`config.mk`:
```
export PLATFORM = sky130hd
export DESIGN_NAME = alu_result_sender
export DESIGN_NICKNAME = d
export VERILOG_FILES = /design/src/rtl/alu_result_sender.sv
export SDC_FILE = /design/constraint.sdc
export NUM_CORES = 1
export LEC_CHECK = 0
export ABC_CLOCK_PERIOD_IN_PS = 3500
export BUFFER_PORTS_ARGS = -buffer_cell sky130_fd_sc_hd__clkbuf_2
export CORE_MARGIN = 5
export CORE_UTILIZATION = 35
export CTS_CLUSTER_DIAMETER = 150
export CTS_CLUSTER_SIZE = 40
export DETAILED_ROUTE_END_ITERATION = 8
export GPL_ROUTABILITY_DRIVEN = 0
export PLACE_DENSITY = 0.67
export SLEW_MARGIN = 5
export SYNTH_ARGS = -nofsm -noshare
export SYNTH_HDL_FRONTEND = slang
export SYNTH_SLANG_ARGS = --single-unit
export TNS_END_PERCENT = 5
```
`constraint.sdc`:
```
create_clock -name CLK -period 3.5 [get_ports CLK]
set_input_delay 0.7 -clock CLK [delete_from_list [all_inputs] [get_ports CLK]]
set_output_delay 0.7 -clock CLK [all_outputs]
set_load 0.005 [all_outputs]
```
`src/rtl/alu_result_sender.sv`:
```
// Consumer of the ALU/CMP result interface: captures a result on its valid pulse and
// streams it LSB-first as bytes over a valid/ready interface, counting overrun drops.
module alu_result_sender #(
   parameter int RES_WIDTH  = 16,
   parameter int BYTE_WIDTH = 8,
   parameter int CNT_WIDTH  = 8
) (
   input  logic                  CLK,
   input  logic                  RST,
   input  logic [RES_WIDTH-1:0]  RES_DATA,
   input  logic                  RES_VALID,
   output logic [BYTE_WIDTH-1:0] TX_DATA,
   output logic                  TX_VALID,
   input  logic                  TX_READY,
   output logic                  BUSY,
   output logic                  DROP,
   output logic [CNT_WIDTH-1:0]  DROP_CNT,
   input  logic                  CLR_DROP
);

   localparam int NUM_BYTES  = (RES_WIDTH + BYTE_WIDTH - 1) / BYTE_WIDTH;
   localparam int HOLD_WIDTH = NUM_BYTES * BYTE_WIDTH;
   localparam int IDX_WIDTH  = (NUM_BYTES > 1) ? $clog2(NUM_BYTES) : 1;
   localparam logic [IDX_WIDTH-1:0] LAST_IDX = IDX_WIDTH'(NUM_BYTES - 1);

   typedef enum logic {
      IDLE,
      SEND
   } state_t;

   state_t                                 state_q, state_d;
   logic [NUM_BYTES-1:0][BYTE_WIDTH-1:0]   hold_q, hold_d;
   logic [IDX_WIDTH-1:0]                   idx_q, idx_d;
   logic [BYTE_WIDTH-1:0]                  tx_data_q, tx_data_d;
   logic                                   tx_valid_q, tx_valid_d;
   logic                                   busy_q, busy_d;
   logic                                   drop_q, drop_d;
   logic [CNT_WIDTH-1:0]                   drop_cnt_q, drop_cnt_d;

   logic handshake;
   logic last_byte;

   assign handshake = tx_valid_q & TX_READY;
   assign last_byte = (idx_q == LAST_IDX);

   // NOTE: every signal driven here gets a default first, so no path can leave it
   // unassigned and infer a latch.
   always_comb begin
      state_d    = state_q;
      hold_d     = hold_q;
      idx_d      = idx_q;
      drop_d     = 1'b0;
      drop_cnt_d = drop_cnt_q;
      tx_data_d  = '0;

      unique case (state_q)
         IDLE: begin
            if (RES_VALID) begin
               hold_d  = HOLD_WIDTH'(RES_DATA);
               idx_d   = '0;
               state_d = SEND;
            end
         end
         SEND: begin
            if (handshake && last_byte) begin
               idx_d = '0;
               if (RES_VALID) begin
                  // Result arriving with the final handshake chains on without a gap.
                  hold_d = HOLD_WIDTH'(RES_DATA);
               end else begin
                  state_d = IDLE;
               end
            end else begin
               if (handshake) begin
                  idx_d = idx_q + IDX_WIDTH'(1);
               end
               drop_d = RES_VALID;
            end
         end
         default: state_d = IDLE;
      endcase

      if (CLR_DROP) begin
         drop_cnt_d = '0;
      end else if (drop_d && (drop_cnt_q != '1)) begin
         drop_cnt_d = drop_cnt_q + CNT_WIDTH'(1);
      end

      tx_valid_d = (state_d == SEND);
      busy_d     = (state_d == SEND);
      if (tx_valid_d) begin
         for (int b = 0; b < NUM_BYTES; b++) begin
            if (idx_d == IDX_WIDTH'(b)) begin
               tx_data_d = hold_d[b];
            end
         end
      end
   end

   // NOTE: sequential state uses non-blocking assignments only, so every flop
   // samples the pre-edge value of its neighbours regardless of block ordering.
   always_ff @(posedge CLK or negedge RST) begin
      if (!RST) begin
         state_q    <= IDLE;
         hold_q     <= '0;
         idx_q      <= '0;
         tx_data_q  <= '0;
         tx_valid_q <= 1'b0;
         busy_q     <= 1'b0;
         drop_q     <= 1'b0;
         drop_cnt_q <= '0;
      end else begin
         state_q    <= state_d;
         hold_q     <= hold_d;
         idx_q      <= idx_d;
         tx_data_q  <= tx_data_d;
         tx_valid_q <= tx_valid_d;
         busy_q     <= busy_d;
         drop_q     <= drop_d;
         drop_cnt_q <= drop_cnt_d;
      end
   end

   assign TX_DATA  = tx_data_q;
   assign TX_VALID = tx_valid_q;
   assign BUSY     = busy_q;
   assign DROP     = drop_q;
   assign DROP_CNT = drop_cnt_q;

endmodule
```
**After elaboration in Yosys (flattened, before gate mapping)**

Index checks and enable logic that the tools add are counted.

- Logic and storage cells: 31
- Register bits: 35
- Memories kept: 0
- Input bits: 21
- Bits in latches: 0
- Memory bits (writable): 0
- Output and inout bits: 19
- ROM bits: 0

- Divide/modulo/power cells: 0
- Shifts and indexed selects: 0
- Add/subtract/negate cells: 2
- Multipliers: 0
- Equal/unequal tests: 1
- $lt $le $gt $ge: 0
- Bitwise logic cells: 2
- Reduce and logical (&&, ||, !) cells: 3
- Muxes and demuxes: 16

Operator list:

| kind | count |
|---|---|
| $mux 16 | 2 |
| $mux 8 | 4 |
| $pmux 16 s2 | 1 |
| $add 8x1->8 const B | 1 |
| $ne 8x8->1 const B | 1 |
| $mux 1 | 7 |
| $pmux 1 s2 | 2 |
| $logic_and 1x1->1 | 2 |
| $reduce_bool 2->1 | 1 |
| $add 1x1->1 const B | 1 |
| $and 1x1->1 | 1 |
| $not 1->1 | 1 |

**Depth between registers and ports, before layout**

- Word-level depth: 7
- Mapped depth: 9
- Mapped depth without buffers: 7

**Worst setup path before layout**

OpenSTA, ideal clock, no wires.

- Kind: input to register
- Start point: in TX_READY
- End point: reg tx_data_q[4], in the netlist TX_DATA[4]
- Library setup time: 0.120 ns
- Buffers on the path: 3
- Path slack: 1.201 ns
- Arrival: 2.179 ns
- Cell stages on the path: 9
- Cells stage by stage: and2_1 > ha_1 > nand2b_1 > buf_6 > and2_4 > buf_6 > buf_6 > mux2_4 > o211a_1

RTL lines:

| element | line | source |
|---|---|---|
| from (decl) | 14 | `input logic TX_READY,` |
| to (signal assigned) | 116 | `tx_data_q <= tx_data_d;` |
| to (decl) | 34 | `logic [BYTE_WIDTH-1:0] tx_data_q, tx_data_d;` |

==> reports/results.md <==
| Metric | Value |
|:---|:---|
| Outcome | completed |
| Post-synth ARST share | 100% |
| Fraction of the cycle the final worst path needs | 62.2% |
| Overall die height | 76.8 µm |
| Total inserted antenna cells | 0 |
| WL/cell | 14.1 µm |
| Number of enable-type register cells in the synthesized netlist | 0 |
| Gr ovfl total | 0 |
| Internal power of the cells | 0.990 mW |
| Pins Over Slew Limit | 0 |
| Maximum achievable frequency | 459 MHz |
| Period minus WS final | 2.18 ns |
| Fraction of the core area covered by cells at the end of the flow | 43.0% |
| Drt first-iter violations | 17 |
| Number of top-level design ports | 40 |
| CTS resizes | 0 |
| Min-Delay Endpoint | hold_q[12] |
| Largest net degree at the start of global routing | 36 |
| Detailed placement HPWL | 2250 µm |
| Antenna Violating Nets Remaining | 0 |
| Detailed-route via count | 1151 |
| Launch point of the worst path | TX_READY |
| Layout net count | 198 |
| Crit path arrival time | 2.35 ns |
| Number of distinct library cells after synthesis | 35 |
| TritonCTS clock tree | built |
| Crit Reg-Reg Startpoint | BUSY |
| Synthesis-stage register bit count | 35 |
| Largest area contributor in the synthesized netlist | sky130_fd_sc_hd__dfrtp_1 |
| Final count of hold timing violations | 0 |
| Switch Pwr | 0.432 mW |
| Proportion of netlist area held by the largest area contributor | 56.0% |
| Part of the total power dissipated in sequential elements | 42.9% |
| Leading cell type in the layout, fill and taps excluded | sky130_fd_sc_hd__clkbuf_2 |
| Power density over the cells | 759 nW/µm² |
| Actual transition at the worst max-transition pin | 0.852 ns |
| Startpoint class of the critical path | input port |
| Average cell area after synthesis | 11.5 µm² |
| Slowest stage cell on the critical path | sky130_fd_sc_hd__and2_4 |
| First drt pass iteration count | 4 |
| Initial antenna violation count | 0 |
| Overall routing resource usage | 11.2% |
| Critical path class | input port to flip-flop |
| Static power due to leakage | 0.918 nW |
| Worst-case clock buffer depth | 2 |
| Sequential area share after synthesis | 56.0% |
| Largest voltage drop on the vdd net | 0.000432 V |
| Hold-critical path depth | 1 |
| Setup TNS | 0 ns |
| Floorplan core area | 4350 µm² |
| Dominant synthesized flop cell | sky130_fd_sc_hd__dfrtp_1 |
| HP Start | hold_q[12] |
| Via/cell ratio | 5.05 |
| Data required, critical path | 3.68 ns |
| Path class of the lowest-slack min-delay path | flip-flop to flip-flop |
| Syn. warnings | 0 |
| Fraction of layout cells with a size suffix above 1 | 32.4% |
| Proportion of power drawn by the clock network | 22.2% |
| Die W | 76.8 µm |
| Number of setup violations in the final report | 0 |
| RSZ-0062 raised after global routing | no |
| Maximum fanout along the worst path | 24 |
| Row Count | 24 |
| Post-CTS setup buffer count | 0 |
| Skew-Pair Late Insertion Delay | 0.29 ns |
| Via count of the first global-routing pass | 1142 |
| Count of mapped cells out of synthesis | 136 |
| Final worst clock skew | 0.00559 ns |
| Starting utilization of the core area | 35.9% |
| H-tree levels | 2 |
| TritonCTS sink count | 35 |
| Clock transition time at the flip-flop clock pins of the worst setup and hold paths | 0.06 ns |
| Global-route wire length before repair | 5280 µm |
| Reg2Reg Setup Slack | 1.33 ns |
| Max stage delay on crit path | 0.39 ns |
| Port bufs | 39 |
| Endpoint of the worst register-to-register path | TX_DATA[2] |
| Routed wire length | 3210 µm |
| Syn_nets | 159 |
| Die ar. | 5900 µm² |
| Cts bufs inserted | 5 |
| Fraction of power spent switching nets | 30.4% |
| CP Cell Sequence | clkbuf_2 -> and2_1 -> ha_1 -> nand2b_1 -> and2_4 -> mux2_2 -> o211a_1 |
| Endpoint kind of the worst setup timing path | flip-flop |
| Max cap viols | 0 |
| Ranking of synthesized cells by area | sky130_fd_sc_hd__dfrtp_1 56%, sky130_fd_sc_hd__o211a_1 5.1%, sky130_fd_sc_hd__mux2_4 3.8% |
| Commonest non-fill, non-tap cells in the layout | 39 x sky130_fd_sc_hd__clkbuf_2, 35 x sky130_fd_sc_hd__dfrtp_1, 11 x sky130_fd_sc_hd__o21ai_0, 10 x sky130_fd_sc_hd__inv_1, 10 x sky130_fd_sc_hd__nand3_1 |
| Cell at the root of the clock tree | sky130_fd_sc_hd__clkbuf_8 |
| Reg2reg path depth | 6 |
| Combinational share of power | 34.8% |
| Residual DRC | 0 |
| Netlist area before placement | 1560 µm² |
| CTS hold repair buffers | 0 |
| Remaining max-slew budget at the tightest pin | 43.2% |
| Area growth from synthesis to final layout | 19.8% |
[cells by family (layout without fill, tap and decap cells)]
family                   Yosys count  in the layout  synth area share, %
AO/OA/AOI/OAI                     36             36                 16.3
flip-flops                        35             35                 56.0
AND/OR/NAND/NOR                   32             32                 11.0
buffers and inverters             20             60                 6.64
multiplexers                       9              9                 7.37
adder cells (fa/ha/maj)            2              2                 1.60
XOR/XNOR                           2              2                 1.12
[per-stage QoR]
| step | total power [mW] | hold slack (ns) | setup slack (ns) | cells | cell area (µm²) |
|---|---|---|---|---|---|
| 5_1_grt | 1.53 | 0.505 | 1.16 | 228 | 1870 |
| 3_3_place_gp | 1.11 | 0.477 | 1.04 | 220 | 1770 |
| 6_report | 1.42 | 0.493 | 1.32 | 228 | 1870 |
| 4_1_cts | 1.45 | 0.497 | 1.31 | 228 | 1870 |
| 2_1_floorplan | 0.983 | 0.404 | 1.20 | 136 | 1560 |
| 3_5_place_dp | 1.12 | 0.481 | 1.01 | 220 | 1770 |
[metal layers]
layer | vias to the layer above | global-route usage, % | wire, µm
met3 | 5 | 4.92 | 211
met4 | 0 | 4.20 | 53
met2 | 33 | 15.7 | 1410
li1 | 562 | - | -
met1 | 551 | 15.2 | 1530
met5 | - | 0 | 0
[worst max-delay path, delay by kind of cell]
family | cells | cell delay (ns)
buffers and inverters | 1 | 0.07
muxes | 1 | 0.38
and+or+nand+nor | 3 | 0.83
adders and majority gates | 1 | 0.14
AOI/OAI and AO/OA | 1 | 0.22
[flip-flops by register name, summed over array words and instances, names as in the netlist]
name	cells
DROP	1
hold_q	16
DROP_CNT	8
idx_q	1
TX_DATA	8
BUSY	1
[Yosys cell counts, types with 3 or more instances]
| library cell | n |
|---|---|
| sky130_fd_sc_hd__o21ai_0 | 11 |
| sky130_fd_sc_hd__dfrtp_1 | 35 |
| sky130_fd_sc_hd__o211ai_1 | 8 |
| sky130_fd_sc_hd__mux2_4 | 4 |
| sky130_fd_sc_hd__o211a_1 | 8 |
| sky130_fd_sc_hd__nand3_1 | 10 |
| sky130_fd_sc_hd__nor2_1 | 6 |
| sky130_fd_sc_hd__buf_6 | 3 |
| sky130_fd_sc_hd__a21oi_1 | 4 |
| sky130_fd_sc_hd__inv_1 | 10 |
| sky130_fd_sc_hd__mux2_2 | 4 |
[worst max-delay path by stage]
| stage | end | slack [ns] |
|---|---|---|
| after floorplan | TX_DATA[4] | 1.20 |
| after global placement | TX_DATA[2] | 1.04 |
| after detailed placement | TX_DATA[1] | 1.01 |
| after CTS | TX_DATA[1] | 1.31 |
| after global routing | TX_DATA[1] | 1.16 |
| final | TX_DATA[2] | 1.32 |
[layout make-up]
type / instances / area (µm²)
Timing Repair Buffer: 40 / 203
Fill cell: 418 / 2480
Clock buffer: 8 / 100
Tap cell: 52 / 65.1
Inverter: 12 / 45.0
Multi-Input combinational cell: 81 / 583
Sequential cell: 35 / 876
[power by group through the flow]
stage / clock network, mW / logic, mW / registers (mW)
2_1_floorplan: 0 / 0.366 / 0.617
3_3_place_gp: 0 / 0.495 / 0.618
3_5_place_dp: 0 / 0.502 / 0.620
4_1_cts: 0.329 / 0.505 / 0.613
5_1_grt: 0.348 / 0.556 / 0.629
6_report: 0.316 / 0.495 / 0.610
Power figures use the tool's default switching activity.
